File: src/rtl/tempo_ctrl.sv
// tempo_ctrl: converts tap periods from the period counter into beats-per-minute.
//
// A four-entry window of accepted tap periods is kept with a running sum. When
// the window changes, an iterative restoring divider computes
// PER_MAX*fill / sum. The result is saturated to BPM_MAX and offered on a
// valid/ready handshake. A timeout sample (or a zero period) clears the window
// and produces a result of 0, meaning "no tempo".
//
// Ports:
//   clk_i        clock
//   rst_i        asynchronous, active-high reset
//   per_i        measured tap period in time-pulse units, qualified by per_valid_i
//   per_valid_i  one-cycle strobe per button press
//   bpm_o        tempo result, 0 = no tempo
//   bpm_valid_o  result valid, held until accepted
//   bpm_ready_i  consumer ready
//   busy_o       high while the divider is running
module tempo_ctrl #(
  parameter int PER_MAX = 11718750,
  parameter int PER_W   = 24,
  parameter int BPM_W   = 9,
  parameter int BPM_MAX = 250
) (
  input  logic             clk_i,
  input  logic             rst_i,
  input  logic [PER_W-1:0] per_i,
  input  logic             per_valid_i,
  output logic [BPM_W-1:0] bpm_o,
  output logic             bpm_valid_o,
  input  logic             bpm_ready_i,
  output logic             busy_o
);

  localparam int DEPTH = 4;
  localparam int SUM_W = PER_W + 2;
  localparam int NUM_W = PER_W + 3;
  localparam int CNT_W = $clog2(NUM_W);

  localparam logic [1:0] ST_IDLE   = 2'd0;
  localparam logic [1:0] ST_DIVIDE = 2'd1;
  localparam logic [1:0] ST_OUTPUT = 2'd2;

  localparam logic [PER_W-1:0] PER_MAX_S = PER_W'(PER_MAX);
  localparam logic [NUM_W-1:0] PER_MAX_N = NUM_W'(PER_MAX);
  localparam logic [NUM_W-1:0] BPM_MAX_N = NUM_W'(BPM_MAX);
  localparam logic [BPM_W-1:0] BPM_MAX_B = BPM_W'(BPM_MAX);
  localparam logic [2:0]       FULL      = 3'(DEPTH);
  localparam logic [CNT_W-1:0] LAST_STEP = CNT_W'(NUM_W - 1);

  logic [PER_W-1:0] ring [DEPTH];
  logic [1:0]       wr_ptr;
  logic [2:0]       fill;
  logic [SUM_W-1:0] sum;
  logic             armed;
  logic             pend_zero;
  logic             pend_calc;

  logic [1:0]       state;
  logic [NUM_W-1:0] num;
  logic [SUM_W-1:0] den;
  logic [SUM_W-1:0] rem;
  logic [CNT_W-1:0] step;

  logic             zero_evt;
  logic             store_evt;
  logic [PER_W-1:0] evicted;
  logic             take_zero;
  logic             take_calc;
  logic [SUM_W:0]   trial;
  logic [SUM_W:0]   diff;
  logic             fits;
  logic [SUM_W-1:0] rem_next;
  logic [NUM_W-1:0] quot_next;

  // Classify the incoming strobe. A zero period can only come from a glitch
  // and is treated like a timeout so the divider never sees an empty sum.
  always_comb begin
    zero_evt  = per_valid_i && ((per_i == PER_MAX_S) || (per_i == '0));
    store_evt = per_valid_i && armed && !zero_evt;
    evicted   = (fill == FULL) ? ring[wr_ptr] : '0;
    take_zero = (state == ST_IDLE) && pend_zero;
    take_calc = (state == ST_IDLE) && !pend_zero && pend_calc;
  end

  // One restoring-division step: the dividend MSB shifts into the partial
  // remainder while the quotient bit shifts into the vacated LSB of num, so
  // num holds the full quotient after NUM_W steps.
  always_comb begin
    trial     = {rem, num[NUM_W-1]};
    diff      = trial - {1'b0, den};
    fits      = (trial >= {1'b0, den});
    rem_next  = fits ? diff[SUM_W-1:0] : trial[SUM_W-1:0];
    quot_next = {num[NUM_W-2:0], fits};
  end

  // Sample window and pending-request flags. A new request arriving in the
  // same cycle the FSM consumes the old one must survive, so set wins over
  // clear for both pend flags.
  always_ff @(posedge clk_i or posedge rst_i) begin
    if (rst_i) begin
      for (int i = 0; i < DEPTH; i++) ring[i] <= '0;
      wr_ptr    <= '0;
      fill      <= '0;
      sum       <= '0;
      armed     <= 1'b0;
      pend_zero <= 1'b0;
      pend_calc <= 1'b0;
    end else begin
      if (zero_evt) begin
        wr_ptr <= '0;
        fill   <= '0;
        sum    <= '0;
        armed  <= 1'b0;
      end else if (per_valid_i && !armed) begin
        armed <= 1'b1;
      end else if (store_evt) begin
        ring[wr_ptr] <= per_i;
        sum          <= sum - SUM_W'(evicted) + SUM_W'(per_i);
        fill         <= (fill == FULL) ? FULL : fill + 3'd1;
        wr_ptr       <= wr_ptr + 2'd1;
      end

      if (zero_evt)       pend_zero <= 1'b1;
      else if (take_zero) pend_zero <= 1'b0;

      if (store_evt)                   pend_calc <= 1'b1;
      else if (take_zero || take_calc) pend_calc <= 1'b0;
    end
  end

  // Compute sequencer. Operands are latched on leaving IDLE so the window may
  // keep changing while a division or an unaccepted result is in flight.
  always_ff @(posedge clk_i or posedge rst_i) begin
    if (rst_i) begin
      state <= ST_IDLE;
      num   <= '0;
      den   <= '0;
      rem   <= '0;
      step  <= '0;
      bpm_o <= '0;
    end else begin
      case (state)
        ST_IDLE: begin
          if (take_zero) begin
            bpm_o <= '0;
            state <= ST_OUTPUT;
          end else if (take_calc) begin
            num   <= PER_MAX_N * NUM_W'(fill);
            den   <= sum;
            rem   <= '0;
            step  <= '0;
            state <= ST_DIVIDE;
          end
        end
        ST_DIVIDE: begin
          num  <= quot_next;
          rem  <= rem_next;
          step <= step + CNT_W'(1);
          if (step == LAST_STEP) begin
            bpm_o <= (quot_next > BPM_MAX_N) ? BPM_MAX_B : quot_next[BPM_W-1:0];
            state <= ST_OUTPUT;
          end
        end
        ST_OUTPUT: begin
          if (bpm_ready_i) state <= ST_IDLE;
        end
        default: state <= ST_IDLE;
      endcase
    end
  end

  assign bpm_valid_o = (state == ST_OUTPUT);
  assign busy_o      = (state == ST_DIVIDE);

endmodule

File: config.mk
export PLATFORM = sky130hd
export DESIGN_NAME = tempo_ctrl
export DESIGN_NICKNAME = d
export VERILOG_FILES = /design/src/rtl/tempo_ctrl.sv
export SDC_FILE = /design/constraint.sdc
export NUM_CORES = 1
export LEC_CHECK = 0
export ABC_AREA = 1
export BUFFER_PORTS_ARGS = -buffer_cell sky130_fd_sc_hd__buf_4
export CAP_MARGIN = 5
export CORE_MARGIN = 2
export CORE_UTILIZATION = 45
export CTS_BUF_LIST = sky130_fd_sc_hd__clkbuf_16
export DETAILED_ROUTE_END_ITERATION = 6
export GPL_TIMING_DRIVEN = 0
export SYNTH_ARGS = -nofsm -noshare
export SYNTH_HDL_FRONTEND = slang
export SYNTH_SLANG_ARGS = --single-unit
export TNS_END_PERCENT = 1
File: constraint.sdc
create_clock -name clk_i -period 9.72 [get_ports clk_i]
set_input_delay 1.944 -clock clk_i [delete_from_list [all_inputs] [get_ports clk_i]]
set_output_delay 1.944 -clock clk_i [all_outputs]
set_load 0.02 [all_outputs]
# Word-level counts from Yosys, hierarchy flattened
# Index checks and enable logic that the tools add are counted.
[word_totals]
register_bits = 225
input_bits = 28
output_inout_bits = 11
[classes]
add_sub_neg = 6
multipliers = 1
order_cmp = 4
n_eq_ne = 12
mux = 42
bitwise = 4
n_reduce_logical = 26
[op_table]
columns = ["operator", "count"]
rows = [
  ["$mux W26", 6],
  ["$bwmux W96", 1],
  ["$mux W24", 4],
  ["$mux W27", 2],
  ["$pmux W27 S2", 1],
  ["$pmux W26 S2", 1],
  ["$bmux W24 S2", 1],
  ["$demux W24 S2", 1],
  ["$ge A27 B26 Y1", 1],
  ["$gt A27 B8 Y1 const B", 1],
  ["$mux W9", 3],
  ["$add A26 B24 Y26", 1],
  ["$mul A23 B3 Y26 const A", 1],
  ["$sub A26 B24 Y26", 1],
  ["$sub A26 B26 Y26", 1],
  ["$eq A24 B24 Y1 const B", 1],
  ["$logic_not A24 Y1", 1],
  ["$pmux W9 S2", 1],
  ["$reduce_and A3 Y1", 5],
  ["$mux W2", 7],
  ["$mux W3", 4],
  ["$mux W5", 2],
  ["$pmux W5 S2", 1],
  ["$reduce_bool A2 Y1", 5],
  ["21 further kinds", 42],
]

# Longest topological paths before layout
[depth]
depth_word = 10
mapped_depth = 22

# Worst setup path after synthesis
# No wires, ideal clock.
[synth_timing]
kind = "input to register"
startpoint = "input port per_i[1]"
endpoint = "register sum[12]"
setup_time_ps = 123
t_arrival_ps = 3848
required_time_ps = 9597
slack_ps = 5749
path_stages = 12
n_path_buf = 0
cell_sequence = "inv_1 > fa_1 > inv_1 > fa_1 > nand3_1 > nand2_1 > a21oi_1 > inv_1 > nand2_1 > nand2_1 > o21ai_0 > nand2_1"
[synth_between]
elab_chain_len = 7
word_cells_on_any_way = 13
classes_between = "add/sub: 1; eq/ne: 2; mux: 3; reduce/logical: 7"
[synth_lines]
columns = ["item", "line_no", "source"]
rows = [
  ["start, declared", "26", "input logic [PER_W-1:0] per_i,"],
  ["parallel branches: the longest is 7 deep, another holds $add A26 B24 Y26", "--", ""],
  ["end signal, assigned", "118", "sum <= sum - SUM_W'(evicted) + SUM_W'(per_i);"],
  ["end, declared", "53", "logic [SUM_W-1:0] sum;"],
]
# Several ways; the timed one is not identified. The select of a mux whose other input is x is not followed.
# A chain may end at the register's enable or synchronous reset.

# Worst setup path in the final report
[layout_timing]
startpoint = "register state[0]"
endpoint = "output port busy_o"
[layout_between]
elab_chain_len = 1
[layout_lines]
columns = ["item", "line_no", "source"]
rows = [
  ["start, declared", "58", "logic [1:0] state;"],
  ["start signal, assigned", "135", "state <= ST_IDLE;"],
  ["start signal, assigned", "146", "state <= ST_OUTPUT;"],
  ["start signal, assigned", "152", "state <= ST_DIVIDE;"],
  ["$eq A2 B1 Y1", "173", "assign busy_o = (state == ST_DIVIDE);"],
  ["end, declared", "31", "output logic busy_o"],
]
# No other way between the ends.

==> impl_metrics.yaml <==
clocking:
  cts_buffers: 28
  clk_path_buf_depth: 3
  clock_latency_ns: 0.57
  root_buffer: "clkbuf_16"
  cts_tree: "built"
  hold_buffers: 0
  post_cts_buffers: 0
  cts.sink_count: 225
  post_cts_resized: 0
  clk_pin_slew_ns: 0.07
  cts_max_level: 1
die:
  rows: 66
  initial_utilization_pct: 45.5
  dieWidth_um: 185
  die_y_um: 185
  die_area_um2: 34200
  ios: 39
  fp.coreArea_um2: 32400
yosys:
  ys_seq_area_share_pct: 38.3
  synth_cell_types: 47
  syn_inst: 2011
  synth_async_sr_flop_share_pct: 100
  yosysWarnings: 0
  ys_seq_elements: 225
  synth_top_family_by_area: "simple AND/OR/NAND/NOR gates"
  synth-compound-area-share_pct: 16.3
  synth_edf_count: 0
  avgSynthCellArea_um2: 7.32
  syn_area_um2: 14700
  muxShareOfSynthArea_pct: 0
  synth_nets: 2139
  synthAdderAreaFrac_pct: 10.0
  yosys.area_share.simple_pct: 22.4
  ys.flop_type: "dfrtp_1"
  synthXorXnorAreaFrac_pct: 1.55
global_route:
  overflow: 0
  grt_pass1_vias: 13000
  grt_pass1_wl_mm: 70.1
  antenna_found_initial: 0
  grt.total_usage_pct: 26.3
  grt_start_max_net_pins: 101
worst_setup_path:
  cpPeakStageDelay_ns: 0.66
  critPathRequiredTime_ns: 7.78
  cpMaxStageDelayCell: "buf_1"
  crit_type: "reg2out"
  cp_max_fo: 10
  reg2reg_depth: 17
  end_kind: "primary output"
  start_kind: "register"
  crit_arrival_ns: 2.68
  worstPathCellList: "inv_2, nor2_2, buf_2, buf_1, buf_4"
timing:
  rsz0062_at_grt: "false"
  post-route-period-util_pct: 47.6
  fin_crit_ns: 4.63
  slew_headroom_pct: 46.0
  setup_tns_ns: 0
  setup_viol: 0
  max_freq_mhz: 216
  finalHoldViolations: 0
  final.setup.worst_slack_ns: 5.09
  finClkSkew_ns: 0.0223
  worst_pin_slew_ns: 0.810
  slew_viol_final: 0
  hold_slack_ns: 0.466
detailed_routing:
  dr_wl_met3_mm: 1.78
  antenna_left: 0
  drt_iter0_markers: 863
  wirelength_mm: 43.8
  wl_met1_mm: 19.4
  viasPerCell: 5.21
  firstDrtPassIters: 5
  wl_per_cell_um: 17.2
  drc: 0
  met2_length_mm: 21.0
  vias: 13200
  top_layer_used: "met4"
finish:
  design_area_um2: 16500
  syn_to_final_growth_pct: 12.0
  nNetsFinal: 2209
  multi_input_area_um2: 7400
  diodes: 0
  fill_cells: 3341
  drive_gt1_share_pct: 6.47
  register_area_um2: 5630
place:
  dp_hpwl_mm: 34.3
  place_congestion: 0.947
  dpl_worst_slack_ns: 5.09
  placed_area_um2: 15600
  io_buffers: 38
job:
  cap_violations: 0
min_path:
  min_path_cells: 1
  min_path_type: "reg2reg"
power_and_ir_drop:
  power.total_w: 0.00691
  ir_worst_vdd_mv: 0.187
  p_per_area_nw_per_um2: 420
  leakage_nw: 8.29
run_status:
  outcome: "finished, final reports clean"
cell usage in the layout (no fill, tap or decap), drive strengths merged, types with 9 or more instances in the layout:
master	netlist	layout
nor2	115	115
o21bai	14	14
dfrtp	225	225
inv	348	353
o211ai	30	30
nor3	12	12
xnor2	17	17
xor2	9	9
nand2	532	532
a21oi	121	121
fa	30	30
o22ai	11	11
o21ai	245	245
clkinv	1	17
nand4	41	41
buf	30	70
clkbuf	43	71
nand3	86	86
ha	70	70
power by group:
group / leakage (nW) / switching (W) / internal [W] / total (W)
Clock: 0.427 / 0.000431 / 0.000553 / 0.000984
Sequential: 2.75 / 0.000243 / 0.00140 / 0.00164
Combinational: 5.11 / 0.00280 / 0.00148 / 0.00428
stage by stage:
stage / cells / utilization (%)
after floorplan: 2011 / -
after global placement: 2491 / 48.0
after detailed placement: 2493 / 48.2
after CTS: 2545 / 50.9
after global routing: 2545 / 50.9
final: 2545 / 50.9
cell families (layout without fill, tap and decap cells):
group,count (synthesis),after routing
compound gates,443,443
fa+ha+maj,100,100
flops,225,225
simple gates,795,795
buf+inv,422,514
xor+xnor,26,26
final timing paths:
check / start / endpoint / slack, ns
min reg2reg: step[4] / step[4] / 0.47
max: state[0] / busy_o / 5.09
min: step[4] / step[4] / 0.47
min in group asynchronous: rst_i / rem[11] / 1.38
max in group asynchronous: rst_i / ring[24] / 7.14
max reg2reg: fill[0] / sum[12] / 5.28
worst max-delay path, delay by kind of cell (launching register included):
kind	cells	cell delay [ns]
flops	1	0.44
buf+inv	4	1.35
simple gates	1	0.33
area by class of cell:
cell class / instances / share of cell area (%)
plain buffers: 73 / 2.25
clock buffers: 28 / 4.25
clock inverters: 24 / 0.972
inverters: 349 / 8.00
multi-input cells: 1364 / 44.9
flip-flops and latches: 225 / 34.2
well taps: 442 / 3.36
repair buffers: 40 / 2.07
sequential cells by signal, summed over array words and instances, names as in the netlist:
name,flops
armed,1
sum,26
pend_zero,1
den,26
ring,96
pend_calc,1
rem,26
bpm_o,9
state,2
fill,3
step,5
num,27
wr_ptr,2
cells in the mapped netlist, types with 30 or more instances:
cell type	instances	share of area [%]
dfrtp_1	225	38
o21ai_0	208	7.1
nor2_1	111	2.8
nand4_1	40	1.7
a21oi_1	120	4.1
o21ai_1	37	1.3
clkbuf_1	43	1.1
fa_1	30	4.1
nand2_1	525	13
inv_1	339	8.6
o211ai_1	30	1.5
nand3_1	84	2.9
ha_1	70	6.0
per-layer routing:
layer / vias to the layer above / track usage (%)
li1: 6592 / -
met1: 6255 / 34.5
met2: 322 / 44.9
met3: 79 / 3.05
met4: 0 / 9.52
met5: - / 0
Power figures use the tool's default switching activity.
